===== config.mk =====
export PLATFORM = sky130hd
export DESIGN_NAME = pong_game_ctrl
export DESIGN_NICKNAME = d
export VERILOG_FILES = /design/src/rtl/pong_pkg.sv /design/src/rtl/pong_paddle.sv /design/src/rtl/pong_game_ctrl.sv
export SDC_FILE = /design/constraint.sdc
export NUM_CORES = 1
export LEC_CHECK = 0
export ABC_CLOCK_PERIOD_IN_PS = 5500
export CAP_MARGIN = 20
export CELL_PAD_IN_SITES_DETAIL_PLACEMENT = 0
export CELL_PAD_IN_SITES_GLOBAL_PLACEMENT = 1
export CORE_MARGIN = 2
export CORE_UTILIZATION = 44
export CTS_CLUSTER_SIZE = 8
export DETAILED_ROUTE_END_ITERATION = 7
export GPL_ROUTABILITY_DRIVEN = 0
export PLACE_DENSITY_LB_ADDON = 0.08
export SYNTH_ARGS = -nofsm -noshare
export SYNTH_HDL_FRONTEND = slang
export SYNTH_SLANG_ARGS = --single-unit

===== constraint.sdc =====
create_clock -name clk -period 5.5 [get_ports clk]
set_input_delay 1.1 -clock clk [delete_from_list [all_inputs] [get_ports clk]]
set_output_delay 1.1 -clock clk [all_outputs]
set_load 0.01 [all_outputs]

===== src/rtl/pong_pkg.sv =====
// Shared Pong geometry, FSM state and direction encodings.
// Also imported by pong_renderer.
package pong_pkg;

  localparam int SCREEN_W  = 640;
  localparam int SCREEN_H  = 480;
  localparam int BALL_SIZE = 10;
  localparam int PADDLE_W  = 10;
  localparam int PADDLE_H  = 60;
  localparam int PADDLEL_X = 3;
  localparam int PADDLER_X = 630;
  localparam int CX        = 315;
  localparam int CY        = 235;

  localparam int PADDLE_Y_INIT    = 210;
  localparam int PADDLE_Y_MAX     = SCREEN_H - PADDLE_H;   // 420
  localparam int BALL_Y_MAX       = SCREEN_H - BALL_SIZE;  // 470
  localparam int BALL_X_LEFT_HIT  = PADDLEL_X + PADDLE_W;  // 13
  localparam int BALL_X_RIGHT_HIT = PADDLER_X - BALL_SIZE; // 620

  typedef enum logic [1:0] {SERVE, PLAY, GAME_OVER} state_t;

  // DIR_POS is right on the x axis and down on the y axis.
  typedef enum logic {DIR_NEG = 1'b0, DIR_POS = 1'b1} dir_t;

  function automatic logic [2:0] sat_inc(input logic [2:0] v);
    return (v == 3'd7) ? v : v + 3'd1;
  endfunction

endpackage


===== src/rtl/pong_paddle.sv =====
// One paddle: button-driven move with clamping, plus a ball overlap test
// against the paddle's current (pre-update) position.
module pong_paddle
  import pong_pkg::*;
#(
  parameter int PADDLE_SPEED = 6
) (
  input  logic       clk,
  input  logic       rst,
  input  logic       move_en,
  input  logic       recentre,
  input  logic       btn_up,
  input  logic       btn_dn,
  input  logic [9:0] ball_y,
  output logic [9:0] y,
  output logic       overlap
);

  logic [10:0] y_ext;
  logic [10:0] ball_ext;
  logic [9:0]  y_next;

  assign y_ext    = {1'b0, y};
  assign ball_ext = {1'b0, ball_y};
  assign overlap  = (ball_ext + 11'(BALL_SIZE) > y_ext) &&
                    (ball_ext < y_ext + 11'(PADDLE_H));

  // NOTE: every variable written here gets a default first, so no path can
  // leave it unassigned and infer a latch.
  always_comb begin
    y_next = y;
    if (btn_up && !btn_dn) begin
      // Compare before subtracting so the unsigned value never wraps.
      y_next = (y_ext < 11'(PADDLE_SPEED)) ? '0 : y - 10'(PADDLE_SPEED);
    end else if (btn_dn && !btn_up) begin
      y_next = (y_ext + 11'(PADDLE_SPEED) > 11'(PADDLE_Y_MAX)) ?
               10'(PADDLE_Y_MAX) : y + 10'(PADDLE_SPEED);
    end
  end

  // NOTE: state registers use non-blocking assignments so every flop samples
  // the pre-edge values, independent of statement order.
  always_ff @(posedge clk or posedge rst) begin
    if (rst)           y <= 10'(PADDLE_Y_INIT);
    else if (recentre) y <= 10'(PADDLE_Y_INIT);
    else if (move_en)  y <= y_next;
  end

endmodule


===== src/rtl/pong_game_ctrl.sv =====
// Pong game sequencer: serve/play/game-over FSM and once-per-frame ball and
// paddle physics. All outputs are registered for the renderer.
module pong_game_ctrl
  import pong_pkg::*;
#(
  parameter int BALL_SPEED   = 4,
  parameter int PADDLE_SPEED = 6,
  parameter int SERVE_FRAMES = 60,
  parameter int WIN_SCORE    = 7
) (
  input  logic       clk,
  input  logic       rst,
  input  logic       frame_tick,
  input  logic       btnL_up,
  input  logic       btnL_dn,
  input  logic       btnR_up,
  input  logic       btnR_dn,
  input  logic       btn_start,
  output logic [9:0] ball_x,
  output logic [9:0] ball_y,
  output logic [9:0] paddleL_y,
  output logic [9:0] paddleR_y,
  output logic [2:0] scoreL,
  output logic [2:0] scoreR,
  output logic       game_over,
  output logic       left_win,
  output logic       right_win
);

  localparam int CNT_W = $clog2(SERVE_FRAMES + 1);

  state_t           state, state_nxt;
  dir_t             dx, dx_nxt, dy, dy_nxt;
  logic [CNT_W-1:0] serve_cnt, serve_cnt_nxt;
  logic [9:0]       ball_x_nxt, ball_y_nxt;
  logic [2:0]       scoreL_nxt, scoreR_nxt;
  logic             game_over_nxt, left_win_nxt, right_win_nxt;
  logic             point_l, point_r;
  logic             start_ev, tick_ev, paddle_en, overlap_l, overlap_r;
  logic [10:0]      bx, by;

  // A restart wins over a coincident frame tick; start is only live in GAME_OVER.
  assign start_ev  = btn_start && (state == GAME_OVER);
  assign tick_ev   = frame_tick && !start_ev;
  assign paddle_en = tick_ev && (state != GAME_OVER);
  assign bx        = {1'b0, ball_x};
  assign by        = {1'b0, ball_y};

  pong_paddle #(.PADDLE_SPEED(PADDLE_SPEED)) u_paddle_l (
    .clk(clk), .rst(rst), .move_en(paddle_en), .recentre(start_ev),
    .btn_up(btnL_up), .btn_dn(btnL_dn), .ball_y(ball_y),
    .y(paddleL_y), .overlap(overlap_l)
  );

  pong_paddle #(.PADDLE_SPEED(PADDLE_SPEED)) u_paddle_r (
    .clk(clk), .rst(rst), .move_en(paddle_en), .recentre(start_ev),
    .btn_up(btnR_up), .btn_dn(btnR_dn), .ball_y(ball_y),
    .y(paddleR_y), .overlap(overlap_r)
  );

  always_comb begin
    state_nxt     = state;
    dx_nxt        = dx;
    dy_nxt        = dy;
    serve_cnt_nxt = serve_cnt;
    ball_x_nxt    = ball_x;
    ball_y_nxt    = ball_y;
    scoreL_nxt    = scoreL;
    scoreR_nxt    = scoreR;
    game_over_nxt = game_over;
    left_win_nxt  = left_win;
    right_win_nxt = right_win;
    point_l       = 1'b0;
    point_r       = 1'b0;

    if (start_ev) begin
      state_nxt     = SERVE;
      serve_cnt_nxt = '0;
      ball_x_nxt    = 10'(CX);
      ball_y_nxt    = 10'(CY);
      dx_nxt        = DIR_POS;
      dy_nxt        = DIR_POS;
      scoreL_nxt    = '0;
      scoreR_nxt    = '0;
      game_over_nxt = 1'b0;
      left_win_nxt  = 1'b0;
      right_win_nxt = 1'b0;
    end else if (tick_ev) begin
      case (state)
        SERVE: begin
          if (serve_cnt == CNT_W'(SERVE_FRAMES - 1)) begin
            // The launch frame already takes the first step from centre.
            state_nxt     = PLAY;
            serve_cnt_nxt = '0;
            ball_x_nxt    = (dx == DIR_POS) ? 10'(CX + BALL_SPEED) : 10'(CX - BALL_SPEED);
            ball_y_nxt    = (dy == DIR_POS) ? 10'(CY + BALL_SPEED) : 10'(CY - BALL_SPEED);
          end else begin
            serve_cnt_nxt = serve_cnt + CNT_W'(1);
          end
        end

        PLAY: begin
          if (dy == DIR_NEG) begin
            if (by < 11'(BALL_SPEED)) begin
              ball_y_nxt = '0;
              dy_nxt     = DIR_POS;
            end else begin
              ball_y_nxt = ball_y - 10'(BALL_SPEED);
            end
          end else if (by + 11'(BALL_SPEED) > 11'(BALL_Y_MAX)) begin
            ball_y_nxt = 10'(BALL_Y_MAX);
            dy_nxt     = DIR_NEG;
          end else begin
            ball_y_nxt = ball_y + 10'(BALL_SPEED);
          end

          if (dx == DIR_NEG) begin
            if (bx <= 11'(BALL_X_LEFT_HIT + BALL_SPEED)) begin
              if (overlap_l) begin
                ball_x_nxt = 10'(BALL_X_LEFT_HIT);
                dx_nxt     = DIR_POS;
              end else begin
                point_r = 1'b1;
              end
            end else begin
              ball_x_nxt = ball_x - 10'(BALL_SPEED);
            end
          end else if (bx + 11'(BALL_SPEED + BALL_SIZE) >= 11'(PADDLER_X)) begin
            if (overlap_r) begin
              ball_x_nxt = 10'(BALL_X_RIGHT_HIT);
              dx_nxt     = DIR_NEG;
            end else begin
              point_l = 1'b1;
            end
          end else begin
            ball_x_nxt = ball_x + 10'(BALL_SPEED);
          end

          if (point_l || point_r) begin
            if (point_l) scoreL_nxt = sat_inc(scoreL);
            else         scoreR_nxt = sat_inc(scoreR);
            if ((point_l && scoreL_nxt == 3'(WIN_SCORE)) ||
                (point_r && scoreR_nxt == 3'(WIN_SCORE))) begin
              // Freeze the ball where the point was lost.
              state_nxt     = GAME_OVER;
              game_over_nxt = 1'b1;
              left_win_nxt  = point_l;
              right_win_nxt = point_r;
              ball_x_nxt    = ball_x;
              ball_y_nxt    = ball_y;
              dx_nxt        = dx;
              dy_nxt        = dy;
            end else begin
              state_nxt     = SERVE;
              serve_cnt_nxt = '0;
              ball_x_nxt    = 10'(CX);
              ball_y_nxt    = 10'(CY);
              dx_nxt        = point_l ? DIR_POS : DIR_NEG;
              dy_nxt        = DIR_POS;
            end
          end
        end

        GAME_OVER: ;

        default: state_nxt = SERVE;
      endcase
    end
  end

  always_ff @(posedge clk or posedge rst) begin
    if (rst) begin
      state     <= SERVE;
      serve_cnt <= '0;
      dx        <= DIR_POS;
      dy        <= DIR_POS;
      ball_x    <= 10'(CX);
      ball_y    <= 10'(CY);
      scoreL    <= '0;
      scoreR    <= '0;
      game_over <= 1'b0;
      left_win  <= 1'b0;
      right_win <= 1'b0;
    end else begin
      state     <= state_nxt;
      serve_cnt <= serve_cnt_nxt;
      dx        <= dx_nxt;
      dy        <= dy_nxt;
      ball_x    <= ball_x_nxt;
      ball_y    <= ball_y_nxt;
      scoreL    <= scoreL_nxt;
      scoreR    <= scoreR_nxt;
      game_over <= game_over_nxt;
      left_win  <= left_win_nxt;
      right_win <= right_win_nxt;
    end
  end

endmodule


* Word level (Yosys, flattened, before mapping)
Cells that the tools add are included.
Cells by class: eq/ne operators 16, muxes and demuxes 111, $add $sub $neg 18, order comparisons 12, reductions and logical operators 36
Operator list (number):
- 2-to-1 mux 10 bit | 30
- 2-to-1 mux 3 bit | 20
- 2-to-1 mux 1 bit | 45
- adder 10 x 3 -> 10 bit (second input constant) | 4
- one-hot mux 10 bit (2 select lines) | 2
- subtractor 10 x 3 -> 10 bit (second input constant) | 4
- adder 10 x 3 -> 11 bit (second input constant) | 3
- > comparator 11 x 9 -> 1 bit (second input constant) | 3
- less-than comparator 10 x 3 -> 1 bit (second input constant) | 3
- 2-to-1 mux 6 bit | 5
- adder 10 x 4 -> 11 bit (second input constant) | 2
- adder 10 x 6 -> 11 bit (second input constant) | 2
- > comparator 11 x 10 -> 1 bit | 2
- less-than comparator 10 x 11 -> 1 bit | 2
- AND reduction 4 bit | 4
- equality test 3 bit (second input constant) | 4
- != test 3 bit (second input constant) | 4
- != test 6 bit (second input constant) | 2
- one-hot mux 6 bit (2 select lines) | 1
- greater-or-equal comparator 11 x 10 -> 1 bit (second input constant) | 1
- logical AND 1 bit | 11
- less-or-equal comparator 10 x 5 -> 1 bit (second input constant) | 1
- 2-to-1 mux 2 bit | 5
- nonzero test 2 bit | 5
- other kinds (16) | 28
Storage, ports and cells: flip-flop bits (word level) 59, logic and storage cells 206, output and inout port bits 49

* Logic depth before layout (Yosys ltp)
depth in word-level cells 22, gate-level depth with buffers 18

* Hierarchy
A second synthesis with hierarchy kept.
Second synthesis, totals: cells, all modules 786, area, all modules 6414.9 µm²
By module, submodules not included:
- pong_game_ctrl | cells each 361, area an instance 2991.6 µm², times used 1
- pong_paddle at u_paddle_r | cells each 219, area an instance 1798.0 µm², times used 1
- pong_paddle at u_paddle_l | cells each 206, area an instance 1625.3 µm², times used 1

* Least setup slack after synthesis
OpenSTA, ideal clock, no wires.
path kind register -> register, start point register ball_y[3], end point register ball_x[9], data required time 5.437 ns, setup slack 1.588 ns, arrival time 3.849 ns, period minus slack after synthesis 3.912 ns, stages on the path, launching flop included 17, cell sequence dfstp_2 > clkbuf_1 > inv_1 > ha_1 > a21oi_1 > nor3_1 > xor2_1 > ha_1 > nand3_1 > o21ba_2 > a211oi_1 > a2bb2oi_4 > a21oi_2 > buf_6 > or3_4 > a311o_1 > o2bb2a_4
Between the ends: cells in the longest elaborated chain, start to end 19, elaborated cells on any way between the ends 43, classes of those cells add/sub (1); order compare (4); eq/ne (5); mux (26); reduce/logical (7)
RTL lines:
- start, declared | RTL line pong_game_ctrl.sv:20 | output logic [9:0] ball_y,
- start signal, assigned | RTL line pong_game_ctrl.sv:178 | ball_y <= 10'(CY);
- start signal, assigned | RTL line pong_game_ctrl.sv:190 | ball_y <= ball_y_nxt;
- adder 10 x 4 -> 11 bit | RTL line pong_paddle.sv:25 | assign overlap = (ball_ext + 11'(BALL_SIZE) > y_ext) &&
- > comparator 11 x 10 -> 1 bit | RTL line pong_paddle.sv:25
- logical AND 1 bit | RTL line pong_paddle.sv:25
- 2-to-1 mux 1 bit | RTL line pong_game_ctrl.sv:129 | if (overlap_r) begin
- 2-to-1 mux 1 bit | RTL line pong_game_ctrl.sv:128 | end else if (bx + 11'(BALL_SPEED + BALL_SIZE) >= 11'(PADDLER_X)) begin
- 2-to-1 mux 1 bit | RTL line pong_game_ctrl.sv:117 | if (dx == DIR_NEG) begin
- 2-to-1 mux 1 bit | RTL line pong_game_ctrl.sv:89 | case (state)
- 2-to-1 mux 1 bit | RTL line pong_game_ctrl.sv:88 | end else if (tick_ev) begin
- (+3 left out)
- 2-to-1 mux 3 bit | RTL line pong_game_ctrl.sv:89
- 2-to-1 mux 3 bit | RTL line pong_game_ctrl.sv:88
- 2-to-1 mux 3 bit | RTL line pong_game_ctrl.sv:76 | if (start_ev) begin
- equality test 3 bit, on equally long branches | RTL line pong_game_ctrl.sv:142, pong_game_ctrl.sv:143
- logical AND 1 bit, on equally long branches | RTL line pong_game_ctrl.sv:142, pong_game_ctrl.sv:143
- logical OR 1 bit | RTL line pong_game_ctrl.sv:142 | if ((point_l && scoreL_nxt == 3'(WIN_SCORE)) ||
- != test 4 bit (no line)
- AND reduction 6 bit (no line)
- end signal, assigned | RTL line pong_game_ctrl.sv:177 | ball_x <= 10'(CX);
- end signal, assigned | RTL line pong_game_ctrl.sv:189 | ball_x <= ball_x_nxt;
- end, declared | RTL line pong_game_ctrl.sv:19 | output logic [9:0] ball_x,
Several ways; a longest one is shown, not always the timed one. The select of a mux whose other input is x is not followed. A chain may end at the register's enable or synchronous reset.

* Worst setup path after layout
start point register ball_y[3], end point register serve_cnt[1]
Between the ends: cells in the longest elaborated chain, start to end 19, elaborated cells on any way between the ends 38, classes of those cells add/sub (1); order compare (4); eq/ne (4); mux (22); reduce/logical (7)
RTL lines:
- adder 10 x 4 -> 11 bit | RTL line pong_paddle.sv:25
- > comparator 11 x 10 -> 1 bit | RTL line pong_paddle.sv:25
- logical AND 1 bit | RTL line pong_paddle.sv:25
- 2-to-1 mux 1 bit | RTL line pong_game_ctrl.sv:129
- 2-to-1 mux 1 bit | RTL line pong_game_ctrl.sv:128
- 2-to-1 mux 1 bit | RTL line pong_game_ctrl.sv:117
- 2-to-1 mux 1 bit | RTL line pong_game_ctrl.sv:89
- 2-to-1 mux 1 bit | RTL line pong_game_ctrl.sv:88
- (+3 left out)
- 2-to-1 mux 3 bit | RTL line pong_game_ctrl.sv:89
- 2-to-1 mux 3 bit | RTL line pong_game_ctrl.sv:88
- 2-to-1 mux 3 bit | RTL line pong_game_ctrl.sv:76
- equality test 3 bit, on equally long branches | RTL line pong_game_ctrl.sv:142, pong_game_ctrl.sv:143
- logical AND 1 bit, on equally long branches | RTL line pong_game_ctrl.sv:142, pong_game_ctrl.sv:143
- logical OR 1 bit | RTL line pong_game_ctrl.sv:142
- != test 3 bit (no line)
- AND reduction 4 bit (no line) (*)
- end signal, assigned | RTL line pong_game_ctrl.sv:186 | serve_cnt <= serve_cnt_nxt;
- end, declared | RTL line pong_game_ctrl.sv:34 | logic [CNT_W-1:0] serve_cnt, serve_cnt_nxt;
Mark *: on every way between the ends. The rest lies on a longest branch, timed or not. The select of a mux whose other input is x is not followed.

==> flow_summary.toml <==
[run_status]
status = "finished clean"

[yosys]
yosysSeqAreaShare = 0.2363
synth_top_area_frac = 0.1424
ys_types = 87
synthFlopType = "dfrtp_1"
synth_edf_count = 0
yosys_warnings = 0
syn_inst = 776
yosys-top-cells-area = "dfrtp_1 14%, ha_1 12%, dfstp_2 9.4%, o21ai_0 4.6%, a21oi_1 4.4%"
synth.avg_cell_area_um2 = 7.928
ys_seq_elements = 57
synth_area_leader_cell = "dfrtp_1"
synth.cell_area_um2 = 6152
synthArstFlopShare = 1.000

[global_routing]
antenna_found_initial = 0
grt_start_max_net_pins = 58
grt_pass1_vias = 5644
grt_pass1_wl_mm = 30.46
grt.total_usage = 0.2577
overflow = 0

[sta]
slew_headroom = 0.2659
slew_violations = 0
worst_slew_pin_slew_ns = 1.091
tns_ns = 0
fin_crit_sh = 0.8309
min_period_ns = 4.570
hold_viol_final = 0
skew_ns = 0.01122
rsz0062_at_grt = "false"
setup_viol = 0
fmax_mhz = 218.8

[clock_tree]
cts_max_level = 3
clock-root-buffer = "clkbuf_16"
clk_latency_ns = 0.34
cts_tree = "yes"
cts_hold_buffers = 0
cts_setup_buffers = 0
cts_buffers = 9
cts_buffer_depth = 2
cts_resized = 0
cts.clk_slew.worst_paths_ns = 0.06
cts.sinks = 57

[power]
cellPowerDensity_nw_per_um2 = 626.9
p_leak_nw = 2.829
vdd_drop_max_mv = 0.3130
finalPower_mw = 4.392

[setup_path]
startpoint_type = "flip-flop"
path_class = "reg2reg"
path_buf_inv = 1
worst_path_most_repeated_cell = "ha_1"
cp.arrival_ns = 4.78
path_cells = "inv_1 -> ha_1 -> a21oi_1 -> nor3_1 -> xor2_1 -> ha_1 -> nand3_1 -> o21ba_2 -> a211oi_1 -> a2bb2oi_4 -> a21oi_2 -> o32ai_1 -> or2_2 -> o21ai_0"
crit_required_ns = 5.71
cp_top_family = "compound AO/OA/AOI/OAI gates"
slowest_delay_ns = 0.97
endpoint_kind = "flip-flop"
crit_slowest_cell = "o32ai_1"
cp_max_fo = 16

[drt]
drtIter0Drc = 649
dr.pass1.iters = 5
route.met3.wl_mm = 1.017
num_vias = 6243
ant_nets = 0
routed_via_density = 6.345
dr_wl_met2_mm = 8.823
top_layer = "met4"
route.detailed.drc = 0
drt-met1-wl_mm = 8.614
drt_wl_total_mm = 18.79
wl_per_cell_um = 19.10

[cells_and_area]
area_delta_synth_final_pct = 13.89
layout.cells.non_filler = 984
drive_gt1_frac = 0.09080
antenna_cells = 0
nNetsFinal = 868

[floorplan]
fp.dieH_um = 122.2
core_area_um2 = 13770
die_w_um = 122.2
num_rows = 43
start_util = 0.4467
pin_count = 57
die_area_um2 = 14940

[placement]
io_buffers = 54
dp.cells = 968
hpwl_mm = 13.95

[worst_hold_path]
hold_path_class = "reg2reg"

[job]
maxCapViolations = 0
## stage by stage
step           utilization  setup WS (ns)  hold slack (ns)  area [µm²]
6_report            0.5087         0.9299           0.5033        7007
5_1_grt             0.5087         0.6114           0.5198        7007
4_1_cts             0.5087         0.9488           0.5080        7007
3_5_place_dp        0.4882         0.9777           0.4949        6724
3_3_place_gp        0.4882          1.183           0.4817        6724
2_1_floorplan            -          1.588           0.5163        6156
## worst min-delay path: stages (launching register included)
cell	delay, ns
dfrtp_1	0.35
nor2_1	0.05
nor2_1	0.07
## path summary, 6_finish.rpt
path / startpoint / end / slack (ns) / cells after the start
worst max-delay path: ball_y[3] / serve_cnt[1] / 0.93 / 14
worst min-delay path: game_over / game_over / 0.50 / 2
worst max register to register: ball_y[3] / serve_cnt[1] / 0.93 / 14
worst min register to register: game_over / game_over / 0.50 / 2
max in group asynchronous: rst / ball_y[8] / 3.68 / 3
min in group asynchronous: rst / u_paddle_l.y[3] / 1.28 / 3
## state kept, by name, summed over array words and instances, names as in the netlist, 2 cells and up
name          flops
u_paddle_l.y      9
ball_x           10
state             2
u_paddle_r.y      9
scoreL            3
ball_y           10
scoreR            3
serve_cnt         6
## cells in the final DEF, fill, tap and decap left out, types with 9 or more instances in the layout
| cell type | instances |
|---|---|
| nand2_1 | 43 |
| nand3_1 | 33 |
| clkdlybuf4s50_1 | 54 |
| a21o_1 | 11 |
| dfrtp_1 | 35 |
| a21oi_1 | 54 |
| o22ai_1 | 11 |
| a31oi_1 | 13 |
| clkbuf_16 | 9 |
| nand4_1 | 10 |
| ha_1 | 61 |
| nor2_1 | 67 |
| or3_1 | 9 |
| dfstp_2 | 22 |
| a211oi_1 | 10 |
| o21ai_0 | 56 |
| nor3_1 | 34 |
| o31ai_1 | 14 |
| nand2b_1 | 14 |
| and3_1 | 11 |
| inv_1 | 36 |
| xnor2_1 | 28 |
## layout make-up
cell class | instances | area [µm²]
Inverter | 38 | 142.6
Clock buffer | 10 | 239.0
Timing Repair Buffer | 58 | 570.5
Clock inverter | 6 | 43.79
Multi-Input combinational cell | 635 | 4332
Sequential cell | 57 | 1454
Tap cell | 180 | 225.2
Fill cell | 1383 | 6766
## cell families after synthesis
logic type	share of synthesized area
AOI/OAI and AO/OA	0.2827
adders and majority gates	0.1241
xor gates and xnor gates	0.04840
muxes	0.01383
other	0.0006095
and+or+nand+nor	0.2339
DFF	0.2363
buffers and inverters	0.06020
## report_power, final
group / internal, mW / total, mW / switching, mW
Sequential: 0.624 / 1.09 / 0.468
Combinational: 1.27 / 2.76 / 1.49
Clock: 0.316 / 0.537 / 0.220
Total: 2.21 / 4.39 / 2.18
## synth_stat cells (13+ instances only)
library cell	n
dfstp_2	22
inv_1	37
nor2_1	67
nor3_1	34
ha_1	61
o21ai_0	56
a31oi_1	13
a21oi_1	54
nand3_1	33
clkbuf_1	24
dfrtp_1	35
nand2b_1	14
o31ai_1	14
xnor2_1	28
nand2_1	43
## per-layer routing
metal,track usage,up-vias
li1,-,2948
met2,0.4073,228
met1,0.3679,3037
met3,0.03160,30
met4,0.07687,0
met5,0,-
Power figures use the tool's default switching activity.
